<file path="src/rtl/j1_io_uart.sv">
// j1_io_uart: memory-mapped 8N1 UART for the j1 CPU I/O bus.
// Registers (exact address match):
//   BASE+0 DATA   : write pushes a TX byte; read pops the RX head (0 if empty)
//   BASE+2 STATUS : {11'b0, frame_err, overrun, tx_idle, tx_full, rx_valid};
//                   any write clears frame_err and overrun
//   BASE+4 DIV    : clocks per bit, writes below 4 are stored as 4
// Ports:
//   sys_clk_i  - clock          sys_rst_i - synchronous active-low reset
//   io_addr    - CPU address    io_dout   - CPU write data
//   io_rd      - read strobe    io_wr     - write strobe
//   io_din     - read data (combinational, zero when not selected)
//   uart_rx_i  - async serial in   uart_tx_o - serial out, idles high
module j1_io_uart #(
  parameter logic [15:0] BASE_ADDR = 16'hF000,
  parameter logic [15:0] CLK_DIV   = 16'd434,
  parameter int unsigned FIFO_AW   = 3
) (
  input  logic        sys_clk_i,
  input  logic        sys_rst_i,
  input  logic [15:0] io_addr,
  input  logic [15:0] io_dout,
  input  logic        io_rd,
  input  logic        io_wr,
  output logic [15:0] io_din,
  input  logic        uart_rx_i,
  output logic        uart_tx_o
);

  localparam int unsigned      DEPTH     = 1 << FIFO_AW;
  localparam logic [FIFO_AW:0] FULL_CNT  = (FIFO_AW + 1)'(DEPTH);
  localparam logic [15:0]      ADDR_DATA = BASE_ADDR;
  localparam logic [15:0]      ADDR_STAT = BASE_ADDR + 16'd2;
  localparam logic [15:0]      ADDR_DIV  = BASE_ADDR + 16'd4;

  typedef enum logic [1:0] {S_IDLE, S_START, S_DATA, S_STOP} uart_state_e;

  logic sel_data, sel_stat, sel_div;
  assign sel_data = (io_addr == ADDR_DATA);
  assign sel_stat = (io_addr == ADDR_STAT);
  assign sel_div  = (io_addr == ADDR_DIV);

  // Baud divisor register
  logic [15:0] div_q;
  always_ff @(posedge sys_clk_i) begin
    if (!sys_rst_i)            div_q <= CLK_DIV;
    else if (io_wr && sel_div) div_q <= (io_dout < 16'd4) ? 16'd4 : io_dout;
  end

  // TX FIFO
  logic [7:0]         txf_mem [DEPTH];
  logic [FIFO_AW-1:0] txf_wp_q, txf_rp_q;
  logic [FIFO_AW:0]   txf_cnt_q;
  logic               txf_full, txf_empty, txf_push, txf_pop;

  assign txf_full  = (txf_cnt_q == FULL_CNT);
  assign txf_empty = (txf_cnt_q == '0);
  assign txf_push  = io_wr & sel_data & ~txf_full;

  always_ff @(posedge sys_clk_i) begin
    if (txf_push) txf_mem[txf_wp_q] <= io_dout[7:0];
  end

  always_ff @(posedge sys_clk_i) begin
    if (!sys_rst_i) begin
      txf_wp_q  <= '0;
      txf_rp_q  <= '0;
      txf_cnt_q <= '0;
    end else begin
      if (txf_push) txf_wp_q <= txf_wp_q + 1'b1;
      if (txf_pop)  txf_rp_q <= txf_rp_q + 1'b1;
      if (txf_push && !txf_pop)      txf_cnt_q <= txf_cnt_q + 1'b1;
      else if (txf_pop && !txf_push) txf_cnt_q <= txf_cnt_q - 1'b1;
    end
  end

  // TX FSM
  uart_state_e tx_state_q, tx_state_d;
  logic [15:0] tx_cnt_q, tx_cnt_d, tx_div_q, tx_div_d;
  logic [2:0]  tx_bit_q, tx_bit_d;
  logic [7:0]  tx_sh_q, tx_sh_d;
  logic        tx_q, tx_d;
  logic        tx_idle;

  assign tx_idle = txf_empty & (tx_state_q == S_IDLE);

  always_comb begin
    tx_state_d = tx_state_q;
    tx_cnt_d   = tx_cnt_q;
    tx_div_d   = tx_div_q;
    tx_bit_d   = tx_bit_q;
    tx_sh_d    = tx_sh_q;
    txf_pop    = 1'b0;
    case (tx_state_q)
      S_IDLE: begin
        if (!txf_empty) begin
          txf_pop    = 1'b1;
          tx_sh_d    = txf_mem[txf_rp_q];
          tx_div_d   = div_q;
          tx_cnt_d   = div_q - 16'd1;
          tx_state_d = S_START;
        end
      end
      S_START: begin
        if (tx_cnt_q == '0) begin
          tx_cnt_d   = tx_div_q - 16'd1;
          tx_bit_d   = '0;
          tx_state_d = S_DATA;
        end else begin
          tx_cnt_d = tx_cnt_q - 16'd1;
        end
      end
      S_DATA: begin
        if (tx_cnt_q == '0) begin
          tx_cnt_d = tx_div_q - 16'd1;
          tx_sh_d  = {1'b0, tx_sh_q[7:1]};
          if (tx_bit_q == 3'd7) tx_state_d = S_STOP;
          else                  tx_bit_d   = tx_bit_q + 3'd1;
        end else begin
          tx_cnt_d = tx_cnt_q - 16'd1;
        end
      end
      S_STOP: begin
        if (tx_cnt_q == '0) begin
          // Chain straight into the next frame so back-to-back bytes have no gap
          if (!txf_empty) begin
            txf_pop    = 1'b1;
            tx_sh_d    = txf_mem[txf_rp_q];
            tx_div_d   = div_q;
            tx_cnt_d   = div_q - 16'd1;
            tx_state_d = S_START;
          end else begin
            tx_state_d = S_IDLE;
          end
        end else begin
          tx_cnt_d = tx_cnt_q - 16'd1;
        end
      end
      default: tx_state_d = S_IDLE;
    endcase

    // Line level is registered from the next state so the pin never glitches
    case (tx_state_d)
      S_START: tx_d = 1'b0;
      S_DATA:  tx_d = tx_sh_d[0];
      default: tx_d = 1'b1;
    endcase
  end

  always_ff @(posedge sys_clk_i) begin
    if (!sys_rst_i) begin
      tx_state_q <= S_IDLE;
      tx_cnt_q   <= '0;
      tx_div_q   <= CLK_DIV;
      tx_bit_q   <= '0;
      tx_sh_q    <= '0;
      tx_q       <= 1'b1;
    end else begin
      tx_state_q <= tx_state_d;
      tx_cnt_q   <= tx_cnt_d;
      tx_div_q   <= tx_div_d;
      tx_bit_q   <= tx_bit_d;
      tx_sh_q    <= tx_sh_d;
      tx_q       <= tx_d;
    end
  end

  assign uart_tx_o = tx_q;

  // RX synchronizer plus one extra flop for falling-edge detection
  logic rx_meta_q, rx_sync_q, rx_prev_q;
  always_ff @(posedge sys_clk_i) begin
    if (!sys_rst_i) begin
      rx_meta_q <= 1'b1;
      rx_sync_q <= 1'b1;
      rx_prev_q <= 1'b1;
    end else begin
      rx_meta_q <= uart_rx_i;
      rx_sync_q <= rx_meta_q;
      rx_prev_q <= rx_sync_q;
    end
  end

  // RX FIFO
  logic [7:0]         rxf_mem [DEPTH];
  logic [FIFO_AW-1:0] rxf_wp_q, rxf_rp_q;
  logic [FIFO_AW:0]   rxf_cnt_q;
  logic               rxf_full, rxf_empty, rxf_push, rxf_pop;
  logic               rx_done, rx_bad;

  assign rxf_full  = (rxf_cnt_q == FULL_CNT);
  assign rxf_empty = (rxf_cnt_q == '0);
  assign rxf_push  = rx_done & ~rxf_full;
  assign rxf_pop   = io_rd & sel_data & ~rxf_empty;

  // RX FSM
  uart_state_e rx_state_q, rx_state_d;
  logic [15:0] rx_cnt_q, rx_cnt_d, rx_div_q, rx_div_d;
  logic [2:0]  rx_bit_q, rx_bit_d;
  logic [7:0]  rx_sh_q, rx_sh_d;

  always_ff @(posedge sys_clk_i) begin
    if (rxf_push) rxf_mem[rxf_wp_q] <= rx_sh_q;
  end

  always_ff @(posedge sys_clk_i) begin
    if (!sys_rst_i) begin
      rxf_wp_q  <= '0;
      rxf_rp_q  <= '0;
      rxf_cnt_q <= '0;
    end else begin
      if (rxf_push) rxf_wp_q <= rxf_wp_q + 1'b1;
      if (rxf_pop)  rxf_rp_q <= rxf_rp_q + 1'b1;
      if (rxf_push && !rxf_pop)      rxf_cnt_q <= rxf_cnt_q + 1'b1;
      else if (rxf_pop && !rxf_push) rxf_cnt_q <= rxf_cnt_q - 1'b1;
    end
  end

  always_comb begin
    rx_state_d = rx_state_q;
    rx_cnt_d   = rx_cnt_q;
    rx_div_d   = rx_div_q;
    rx_bit_d   = rx_bit_q;
    rx_sh_d    = rx_sh_q;
    rx_done    = 1'b0;
    rx_bad     = 1'b0;
    case (rx_state_q)
      S_IDLE: begin
        if (rx_prev_q && !rx_sync_q) begin
          // Half-bit wait puts every later sample near the bit centre
          rx_div_d   = div_q;
          rx_cnt_d   = {1'b0, div_q[15:1]} - 16'd1;
          rx_state_d = S_START;
        end
      end
      S_START: begin
        if (rx_cnt_q == '0) begin
          if (rx_sync_q) begin
            rx_state_d = S_IDLE;
          end else begin
            rx_cnt_d   = rx_div_q - 16'd1;
            rx_bit_d   = '0;
            rx_state_d = S_DATA;
          end
        end else begin
          rx_cnt_d = rx_cnt_q - 16'd1;
        end
      end
      S_DATA: begin
        if (rx_cnt_q == '0) begin
          rx_sh_d  = {rx_sync_q, rx_sh_q[7:1]};
          rx_cnt_d = rx_div_q - 16'd1;
          if (rx_bit_q == 3'd7) rx_state_d = S_STOP;
          else                  rx_bit_d   = rx_bit_q + 3'd1;
        end else begin
          rx_cnt_d = rx_cnt_q - 16'd1;
        end
      end
      S_STOP: begin
        if (rx_cnt_q == '0) begin
          rx_state_d = S_IDLE;
          if (rx_sync_q) rx_done = 1'b1;
          else           rx_bad  = 1'b1;
        end else begin
          rx_cnt_d = rx_cnt_q - 16'd1;
        end
      end
      default: rx_state_d = S_IDLE;
    endcase
  end

  always_ff @(posedge sys_clk_i) begin
    if (!sys_rst_i) begin
      rx_state_q <= S_IDLE;
      rx_cnt_q   <= '0;
      rx_div_q   <= CLK_DIV;
      rx_bit_q   <= '0;
      rx_sh_q    <= '0;
    end else begin
      rx_state_q <= rx_state_d;
      rx_cnt_q   <= rx_cnt_d;
      rx_div_q   <= rx_div_d;
      rx_bit_q   <= rx_bit_d;
      rx_sh_q    <= rx_sh_d;
    end
  end

  // Sticky error flags; a new error in the same cycle as a clear wins
  logic ovr_q, ferr_q;
  always_ff @(posedge sys_clk_i) begin
    if (!sys_rst_i) begin
      ovr_q  <= 1'b0;
      ferr_q <= 1'b0;
    end else begin
      if (io_wr && sel_stat) begin
        ovr_q  <= 1'b0;
        ferr_q <= 1'b0;
      end
      if (rx_done && rxf_full) ovr_q  <= 1'b1;
      if (rx_bad)              ferr_q <= 1'b1;
    end
  end

  always_comb begin
    io_din = '0;
    if (io_rd) begin
      if (sel_data)      io_din = {8'h00, rxf_empty ? 8'h00 : rxf_mem[rxf_rp_q]};
      else if (sel_stat) io_din = {11'b0, ferr_q, ovr_q, tx_idle, txf_full, ~rxf_empty};
      else if (sel_div)  io_din = div_q;
    end
  end

endmodule

</file>
<file path="config.mk">
export PLATFORM = sky130hd
export DESIGN_NAME = j1_io_uart
export DESIGN_NICKNAME = d
export VERILOG_FILES = /design/src/rtl/j1_io_uart.sv
export SDC_FILE = /design/constraint.sdc
export NUM_CORES = 1
export LEC_CHECK = 0
export ABC_AREA = 1
export BUFFER_PORTS_ARGS = -buffer_cell sky130_fd_sc_hd__buf_2
export CAP_MARGIN = 20
export CORE_MARGIN = 2
export CORE_UTILIZATION = 42
export DETAILED_ROUTE_END_ITERATION = 8
export SLEW_MARGIN = 10
export SYNTH_ARGS = -nofsm -noshare
export SYNTH_HDL_FRONTEND = slang
export SYNTH_SLANG_ARGS = --single-unit
</file>
<file path="constraint.sdc">
create_clock -name sys_clk_i -period 2.78 [get_ports sys_clk_i]
set_clock_uncertainty 0.15 [all_clocks]
set_input_delay 0.278 -clock sys_clk_i [delete_from_list [all_inputs] [get_ports sys_clk_i]]
set_output_delay 0.278 -clock sys_clk_i [all_outputs]
set_load 0.02 [all_outputs]
</file>
==> reports/results.txt <==
top post-synthesis cells by area = edfxtp_1 (28%), dfxtp_1 (20%), nand2_1 (11%)
worst-margin pin slew = 0.708 ns
final period utilization = 0.959
reg2reg end = rxf_cnt_q[3]$_SDFFE_PN0P_
FF-to-FF path depth = 16
die height = 186 um
Post-Route Setup TNS = 0 ns
Sink Count = 266
placed insts = 2312
Post-DRT Antenna Nets = 0
Routed wire per std cell = 17.0 um
initial DRC count = 822
Clock Pin Slew Worst Setup and Hold Paths = 0.06 ns
power density over the cells = 868 nW/um2
final wirelength = 40800 um
status = finished clean
layout net count = 1999
maximum vdd drop = 0.528 mV
total gr overflow = 0
CTS root buf = clkbuf_16
P&R area growth vs syn = 20.2%
synth warn = 0
site row count = 66
total die area = 34600 um2
gpl congestion = 0.965
slew margin rel. = 0.528
layout cell share with drive strength beyond 1 = 0.156
CTS tree = built
via count = 12548
Synth top area share = 0.276
first-pass GRT wire length = 63700 um
final hold vios = 0
Critical Path Sink Type = output pin
Clock Path Buffers = 3
residual DRC count = 0
Worst EP arrival = 2.24 ns
FF-to-FF setup slack = 0.13 ns
sequential share of the synthesized area = 0.474
synthesized cell area = 13900 um2
CP endpoint = io_din[4]
vias per inst = 5.24
H-tree level count = 1
initial core utilization = 0.427
Syn Nets = 1847
Synth Instances = 1777
number of global-route vias before repair = 11691
count leader, synth = nand2_1
WHS = 0.125 ns
Unique masters post-synth = 53
Synth Register Bits = 266
top cells by count, synth = nand2_1 (392), nor2_1 (225), inv_1 (167), nand3_1 (165), dfxtp_1 (138)
Final min period = 2.66 ns
HPWL Detailed = 29000 um
final core occ = 0.513
Ports = 54
fin cells = 2395
CP Class = flip-flop to output pin
worst reg2reg path startpoint = rx_cnt_q[13]$_SDFFE_PN0P_
Setup violations, final = 0
Async SR Flop Fraction = 0
FMAX = 0.375 GHz
initial antenna violation count = 0
predominant post-synthesis flop cell = dfxtp_1
synthesized area per cell = 7.84 um2
drt pass-1 iters = 5
total CTS buffers = 30
IO Port Bufs = 53
unrepaired setup endpoints after global routing = true
max cap viols = 0
Pins Over Slew Limit = 0
Worst Path Max Fanout = 9
leading area contributor after synthesis = edfxtp_1
crit path launch type = flip-flop
Post-synth EDFFs = 128
Hold Crit Class = input pin to flip-flop
all-layer global routing usage = 0.235
width of the die = 186 um
largest net degree at the start of global routing = 59
Worst-Skew Late Latency = 0.59 ns
Leak = 6.82 nW
Core Area = 32600 um2
Inserted Diodes = 0
critical path data required time = 2.35 ns
==> through the flow <==
step                cell area [um2]  setup slack, ns  power, mW
floorplan                     13900           0.0232       8.58
global placement              15300          -0.0582       10.2
detailed placement            15300          -0.0677       10.3
CTS                           16500          -0.0129       14.3
global route                  16700          -0.0898       15.5
finish                        16700            0.115       14.5
==> worst max-delay path, stage by stage, from the launching register on <==
cell and delay (ns):
dfxtp_4 0.39, buf_6 0.15, buf_6 0.13, nor2_1 0.05, nor2_1 0.08, o21ai_0 0.08
o211ai_1 0.09, nand3_1 0.14, nand2_1 0.08, a21boi_0 0.18, buf_4 0.15, buf_2 0.15
==> how the worst min path moves through the flow <==
stage / endpoint / startpoint / slack, ns / depth (start not counted)
after floorplan: txf_mem[0][0]$_DFFE_PP_ / io_dout[0] / 0.23 / 0
after global placement: rx_sync_q$_SDFF_PN1_ / rx_meta_q$_SDFF_PN1_ / 0.24 / 1
after detailed placement: rx_sync_q$_SDFF_PN1_ / rx_meta_q$_SDFF_PN1_ / 0.25 / 1
after CTS: rxf_rp_q[2]$_SDFFE_PN0P_ / io_rd / 0.10 / 5
after global routing: rxf_rp_q[2]$_SDFFE_PN0P_ / io_rd / 0.16 / 5
final: flip-flop / io_rd / 0.13 / 5
==> final cells by class <==
cell class	count	area [um2]
repair buffers	187	1340
flip-flops and latches	266	6620
clock inverters	18	186
inverters	171	644
well taps	442	553
multi-input cells	1273	6570
clock buffers	38	831
fillers	3147	15900
==> layer usage <==
metal | vias to the layer above | routed length, um | track usage
met3 | 62 | 2580 | 0.0335
met2 | 379 | 18600 | 0.377
met4 | 0 | 1000 | 0.0652
li1 | 6280 | - | -
met5 | - | 0 | 0
met1 | 5827 | 18600 | 0.333
==> timing repair <==
item	CTS	global route
resized for setup	8	62
setup endpoints to repair	5	8
pin swaps	0	21
hold buffers	19	0
hold endpoints to repair	84	0
setup buffers	0	8
==> placed cells by master (no fill, tap or decap), drive strengths merged, types with 2 or more instances in the layout <==
cell,count
a211oi,5
a21boi,4
a21o,2
a21oi,124
a31oi,5
buf,168
bufinv,2
clkbuf,38
clkinv,12
clkinvlp,2
dfxtp,138
dlygate4sd3,19
edfxtp,128
fa,2
ha,31
inv,173
mux2i,8
nand2,398
nand3,167
nand4,16
nor2,231
nor3,33
nor4,6
o211ai,37
o21ai,125
o21bai,2
o221ai,8
o22ai,7
o32ai,2
or2,9
xnor2,7
xor2,33
==> state kept, by name (all words and copies together) (netlist names), 2 cells and up, named ones only <==
register,cells
txf_rp_q,3
tx_cnt_q,16
rx_cnt_q,16
rxf_wp_q,3
tx_div_q,16
txf_wp_q,3
txf_mem,64
rxf_cnt_q,4
tx_sh_q,8
rx_sh_q,8
rx_div_q,16
tx_bit_q,3
rxf_rp_q,3
rxf_mem,64
tx_state_q,2
rx_bit_q,3
txf_cnt_q,4
div_q,16
==> logic make-up (layout without fill, tap and decap cells) <==
family,Yosys count,count (layout),share of synthesized area
xor gates and xnor gates,40,40,0.0251
DFF,266,266,0.474
adders and majority gates,33,33,0.0307
buffers and inverters,238,414,0.0666
AOI/OAI and AO/OA,329,329,0.133
and+or+nand+nor,863,863,0.264
muxes,8,8,0.00575
==> where the power goes <==
part	internal (mW)	switching [mW]	total, mW
combinational	2.05	3.65	5.70
clock	2.32	1.69	4.01
sequential	4.49	0.334	4.82
(Power assumes the default switching activity.)
